--- src/rtl/wb_arbiter_if.sv ---
// Result-source handshakes and register-file write port of the writeback arbiter.
// The functional-unit side uses the master modport; the arbiter uses the slave modport.
interface wb_arbiter_if #(
    parameter int NSRC = 3,
    parameter int DW   = 32,
    parameter int AW   = 5
);
    logic [NSRC-1:0]    src_valid;
    logic [NSRC*AW-1:0] src_rd;
    logic [NSRC*DW-1:0] src_data;
    logic [NSRC-1:0]    src_ready;
    logic [AW-1:0]      rd_wb;
    logic               reg_write_en;
    logic [DW-1:0]      reg_write_data;
    logic [2**AW-1:0]   pend_mask;

    modport master (
        output src_valid, src_rd, src_data,
        input  src_ready, rd_wb, reg_write_en, reg_write_data, pend_mask
    );

    modport slave (
        input  src_valid, src_rd, src_data,
        output src_ready, rd_wb, reg_write_en, reg_write_data, pend_mask
    );
endinterface

--- src/rtl/wb_arbiter.sv ---
// Writeback arbiter: one-entry buffer per result source, retired oldest-first
// through the single register-file write port, with a pending-destination mask.
module wb_arbiter #(
    parameter int NSRC = 3,
    parameter int DW   = 32,
    parameter int AW   = 5
) (
    input  logic         aclk,
    input  logic         aresetn,
    wb_arbiter_if.slave  bus
);
    logic [NSRC-1:0] occ_r;
    logic [AW-1:0]   rd_r    [NSRC];
    logic [DW-1:0]   data_r  [NSRC];
    // older_r[i][j] set means entry i was accepted before entry j
    logic [NSRC-1:0] older_r [NSRC];

    logic [NSRC-1:0]  grant_s;
    logic [NSRC-1:0]  accept_s;
    logic [AW-1:0]    wr_rd_s;
    logic [DW-1:0]    wr_data_s;
    logic [2**AW-1:0] pend_s;

    // Grant the occupied entry that no other occupied entry is older than
    always_comb begin
        grant_s = '0;
        for (int i = 0; i < NSRC; i++) begin
            logic blocked_v;
            blocked_v = 1'b0;
            for (int j = 0; j < NSRC; j++) begin
                blocked_v = blocked_v | (occ_r[j] & older_r[j][i] & (i != j));
            end
            grant_s[i] = occ_r[i] & ~blocked_v;
        end
    end

    assign bus.src_ready = ~occ_r | grant_s;
    assign accept_s      = bus.src_valid & bus.src_ready;

    // Mux the granted entry onto the write port; zero when nothing is granted
    always_comb begin
        wr_rd_s   = '0;
        wr_data_s = '0;
        for (int i = 0; i < NSRC; i++) begin
            wr_rd_s   = wr_rd_s   | (rd_r[i]   & {AW{grant_s[i]}});
            wr_data_s = wr_data_s | (data_r[i] & {DW{grant_s[i]}});
        end
    end

    assign bus.rd_wb          = wr_rd_s;
    assign bus.reg_write_data = wr_data_s;
    // A granted r0 entry still yields a zero index, so a non-zero index implies a grant
    assign bus.reg_write_en   = (wr_rd_s != {AW{1'b0}});

    // Decode buffered destinations into the hazard mask
    always_comb begin
        pend_s = '0;
        for (int i = 0; i < NSRC; i++) begin
            pend_s = pend_s | ({{(2**AW-1){1'b0}}, occ_r[i]} << rd_r[i]);
        end
    end

    assign bus.pend_mask = {pend_s[2**AW-1:1], 1'b0};

    // Entry capture, occupancy and relative-age bookkeeping
    always_ff @(posedge aclk) begin
        if (!aresetn) begin
            occ_r <= '0;
            for (int i = 0; i < NSRC; i++) begin
                rd_r[i]    <= '0;
                data_r[i]  <= '0;
                older_r[i] <= '0;
            end
        end else begin
            occ_r <= (occ_r & ~grant_s) | accept_s;
            for (int i = 0; i < NSRC; i++) begin
                if (accept_s[i]) begin
                    rd_r[i]   <= bus.src_rd[i*AW +: AW];
                    data_r[i] <= bus.src_data[i*DW +: DW];
                    for (int j = 0; j < NSRC; j++) begin
                        if (j != i) begin
                            if (accept_s[j]) begin
                                // Same-cycle acceptance: lower index counts as older
                                older_r[i][j] <= (i < j);
                                older_r[j][i] <= (j < i);
                            end else if (occ_r[j] && !grant_s[j]) begin
                                older_r[j][i] <= 1'b1;
                                older_r[i][j] <= 1'b0;
                            end else begin
                                older_r[j][i] <= 1'b0;
                                older_r[i][j] <= 1'b0;
                            end
                        end
                    end
                end
            end
        end
    end
endmodule

--- src/flat_wrapper.sv ---
// flat-port wrapper written by rule: the top's interface ports become plain ports
module wb_arbiter_flat 
#(
    parameter int NSRC = 3,
    parameter int DW   = 32,
    parameter int AW   = 5
)
  (aclk, aresetn, bus_src_valid, bus_src_rd, bus_src_data, bus_src_ready, bus_rd_wb, bus_reg_write_en, bus_reg_write_data, bus_pend_mask);
  wb_arbiter_if #(.NSRC(NSRC), .DW(DW), .AW(AW)) bus_i ();
  input  logic aclk;
  input  logic aresetn;
  input wire logic [$bits(bus_i.src_valid)-1:0] bus_src_valid;
  input wire logic [$bits(bus_i.src_rd)-1:0] bus_src_rd;
  input wire logic [$bits(bus_i.src_data)-1:0] bus_src_data;
  output wire logic [$bits(bus_i.src_ready)-1:0] bus_src_ready;
  output wire logic [$bits(bus_i.rd_wb)-1:0] bus_rd_wb;
  output wire logic [$bits(bus_i.reg_write_en)-1:0] bus_reg_write_en;
  output wire logic [$bits(bus_i.reg_write_data)-1:0] bus_reg_write_data;
  output wire logic [$bits(bus_i.pend_mask)-1:0] bus_pend_mask;
  assign bus_i.src_valid = bus_src_valid;
  assign bus_i.src_rd = bus_src_rd;
  assign bus_i.src_data = bus_src_data;
  assign bus_src_ready = bus_i.src_ready;
  assign bus_rd_wb = bus_i.rd_wb;
  assign bus_reg_write_en = bus_i.reg_write_en;
  assign bus_reg_write_data = bus_i.reg_write_data;
  assign bus_pend_mask = bus_i.pend_mask;
  wb_arbiter #(.NSRC(NSRC), .DW(DW), .AW(AW)) u_core (.aclk(aclk), .aresetn(aresetn), .bus(bus_i));
endmodule
--- config.mk ---
export PLATFORM = sky130hd
export DESIGN_NAME = wb_arbiter_flat
export DESIGN_NICKNAME = d
export VERILOG_FILES = /design/src/rtl/wb_arbiter_if.sv /design/src/rtl/wb_arbiter.sv /design/src/flat_wrapper.sv
export SDC_FILE = /design/constraint.sdc
export NUM_CORES = 1
export LEC_CHECK = 0
export BUFFER_PORTS_ARGS = -buffer_cell sky130_fd_sc_hd__buf_2
export CAP_MARGIN = 20
export CORE_MARGIN = 3
export CORE_UTILIZATION = 51
export CTS_BUF_LIST = sky130_fd_sc_hd__clkbuf_16
export DETAILED_ROUTE_END_ITERATION = 6
export HOLD_SLACK_MARGIN = 0.06
export PLACE_DENSITY = 0.88
export SLEW_MARGIN = 10
export SYNTH_ARGS = -nofsm -noshare
export SYNTH_HDL_FRONTEND = slang
export SYNTH_SLANG_ARGS = --single-unit
--- constraint.sdc ---
create_clock -name aclk -period 2.5 [get_ports aclk]
set_input_delay 0.375 -clock aclk [delete_from_list [all_inputs] [get_ports aclk]]
set_output_delay 0.375 -clock aclk [all_outputs]
set_load 0.01 [all_outputs]
==> flow_summary_export.csv <==
group,metric,value,unit
outcome,result_of_the_run,"complete, but fails checks",
outcome,violated_checks,"design-rule violations, negative setup slack",
hold_path,min_path_type,"input pin to flop",
timing,layout_worst_path_cycle_share,1.01,
worst_setup_path,critPathLaunchType,"flop",
logic_synthesis,yosys-top-cells-area,"edfxtp_1, and2_1, a222oi_1, nand2_1, a22oi_1",
die,floorplan.initialDensity,0.532,
detailed_routing,drt_pass1_iterations,7,
die,floorplan_die_area,12800,um2
die,design.core.area,11000,um2
pwr,power_density,695,nW/um2
cts,cts-buffers-inserted,17,
worst_setup_path,cp_data_arrival_time,2.14,ns
cts,cts_hold_repair.buffers,0,
logic_synthesis,synth_top_area_share,0.593,
cts,clock_tree.buffer_depth,2,
timing,final.setup_skew,0.00920,ns
detailed_routing,via_per_inst,5.73,
logic_synthesis,cell_accounting_for_the_most_synthesized_area,"edfxtp_1",
finish,num-fill-cells,765,
cts,cts_max_level,4,
logic_synthesis,yosys_most_used_dff,"edfxtp_1",
worst_setup_path,worstPathRequired,2.12,ns
logic_synthesis,yosys.area_share.xor_xnor,0,
die,die_h,113,um
placement,place_congestion,0.934,
timing,worst-slew-pin-transition,0.773,ns
logic_synthesis,synthAdderAreaFrac,0,
global_routing,antenna_found_initial,0,
logic_synthesis,post_synth_most_frequent_cells,"edfxtp_1, and2_1, nand2_1, inv_1, a222oi_1",
die,rows,38,
timing,slew_headroom,0.484,
global_routing,grt_overflow,0,
cts,clkSinkCount,120,
logic_synthesis,async_reset_ff_frac,0,
logic_synthesis,synth-simple-area-share,0.224,
timing,min_period,2.51,ns
detailed_routing,routedWlPerCell,19.0,um
logic_synthesis,flip_flop_and_latch_count_after_synthesis,120,
logic_synthesis,main_combinational_cell_family_by_area_after_synthesis,"simple AND/OR/NAND/NOR gates",
die,num_io_pins,189,
global_routing,grt_start_max_net_pins,108,
global_routing,global_route_wire_length_before_repair,25.7,mm
worst_setup_path,element_type_at_the_critical_path_end,"output pin",
placement,hpwl,11.4,mm
logic_synthesis,post_syn_instances,528,
run,maxCapViolCount,0,
pwr,maximum_resistive_drop_on_vdd,497,uV
logic_synthesis,post_synth_edffs,116,
placement,buffers_added_on_ports,187,
global_routing,track_usage,0.260,
detailed_routing,drt_iter0_markers,666,
detailed_routing,drt-total-wl,16.5,mm
detailed_routing,number_of_vias_after_detailed_routing,4964,
timing,fmax,0.398,GHz
finish,fin_nets,831,
cts,ctsRootBufferMaster,"clkbuf_16",
worst_setup_path,crit_path_max_fanout,7,
timing,finalHoldViolations,0,
timing,setup_ws,-0.0139,ns
finish,antenna-diode-count,0,
timing,timing.final.setup_violations,1,
logic_synthesis,seq_area_frac_synth,0.607,
cts,clkTransAtPathRegs,0.05,ns
pwr,cellLeakagePower,0.00358,uW
detailed_routing,antenna_left,0,
timing,fin_tns_setup,-0.0139,ns
timing,final_max_slew_viol_count,0,
global_routing,first_global_vias,5133,
detailed_routing,detailed_route_drc_error_count,2,
cts,clock_network_latency_to_the_later_pin_of_the_worst_skew_pair,0.41,ns
worst_setup_path,critPathKind,"flop to output pin",
worst_setup_path,setup.reg_to_reg.worst_slack,0.42,ns
logic_synthesis,synth_nets,644,
logic_synthesis,complex_gate_fraction_of_the_synthesized_area,0.114,
logic_synthesis,post_synth.cell_area_avg,11.1,um2
finish,areaGrowthSynthToFinish,28.8,%
logic_synthesis,synthesis.area,5870,um2
logic_synthesis,ys.warnings.count,0,
finish,fraction_of_layout_cells_with_a_size_suffix_above_1,0.334,
die,die_x,113,um
cts,tritoncts,"done",
finish,final_core_utilization,0.686,
logic_synthesis,most_frequently_used_cell_type_in_the_post_synthesis_netlist,"edfxtp_1",
logic_synthesis,synth_cell_types,35,
timing,grt_setup_unrepaired,"yes",
logic_synthesis,synthMuxAreaShare,0,
[path summary, 6_finish.rpt]
kind | cells past startpoint | endpoint | start
setup reg to reg | 8 | u_core.rd_r[0][4]$_SDFFCE_PP0P_ | u_core.occ_r[1]$_SDFF_PN0_
hold / removal | 2 | u_core.data_r[0][10]$_SDFFCE_PP0P_ | bus_src_data[10]
hold reg to reg | 2 | u_core.older_r[0][3]$_SDFFE_PP0P_ | u_core.older_r[0][3]$_SDFFE_PP0P_
setup / recovery | 6 | bus_reg_write_en | u_core.occ_r[1]$_SDFF_PN0_
[flip-flops by register name, indices dropped and copies added (netlist names)]
name	cells
u_core.data_r	96
u_core.rd_r	15
u_core.older_r	6
u_core.occ_r	3
[what timing repair did]
item | 4_1_cts | 5_1_grt
setup endpoints to repair | 2 | 2
setup buffers | 2 | 4
gates resized for setup | 7 | 4
gates cloned | 0 | 0
pin swaps | 1 | 4
[metrics by stage]
stage	cell area (um2)	hold slack [ns]	power, uW	worst slack (ns)	cells
6_report	7560	0.242	5260	-0.0139	867
2_1_floorplan	5870	0.473	2820	0.331	528
5_1_grt	7560	0.226	5460	-0.0822	867
3_3_place_gp	6960	0.497	3090	0.315	830
3_5_place_dp	6960	0.539	3110	0.256	830
4_1_cts	7510	0.225	5250	0.00124	863
[placed cells by master (no fill, tap or decap), types with 4 or more instances in the layout]
master,Yosys,final
buf_2,2,186
edfxtp_1,116,116
and2_1,115,115
nand2_1,77,74
inv_1,39,43
a222oi_1,34,34
a22oi_1,33,33
nor2_1,32,31
clkbuf_16,0,17
buf_4,2,11
nand2b_1,9,9
nor3_1,7,7
nor2b_1,6,6
nand2_2,1,4
clkinv_2,0,4
buf_12,0,4
[cell families (layout without fill, tap and decap cells)]
logic type / count (synthesis) / in the layout
and+or+nand+nor: 255 / 255
DFF: 120 / 120
AOI/OAI and AO/OA: 77 / 77
buffers and inverters: 75 / 274
other: 1 / 1
[metal layers]
metal,up-vias,GRT usage,share of wire
met2,366,0.430,0.49
met4,0,0.123,0.034
met5,-,0,0
li1,2252,-,-
met1,2292,0.320,0.38
met3,54,0.0679,0.097
[critical path, cell delays in order (launching register included)]
cell	delay (ns)
dfxtp_4	0.39
a22oi_2	0.10
and2_4	0.19
a221o_1	0.34
nand3b_1	0.16
or4_4	0.43
buf_6	0.14
[layout make-up]
type | count | area, um2 | share of cell area
repair buffers | 203 | 1120 | 0.148
clock buffers | 17 | 425 | 0.0563
clock inverters | 14 | 96.3 | 0.0127
flip-flops and latches | 120 | 3570 | 0.473
multi-input cells | 333 | 2020 | 0.268
inverters | 40 | 150 | 0.0199
well taps | 140 | 175 | 0.0232
[report_power, final]
part | internal, uW | total, uW | switching, uW
Sequential | 2390 | 2460 | 73.8
Combinational | 273 | 641 | 367
Clock | 1330 | 2150 | 824
Total | 3990 | 5260 | 1270
Note: power is estimated with default switching activity, not from simulation.
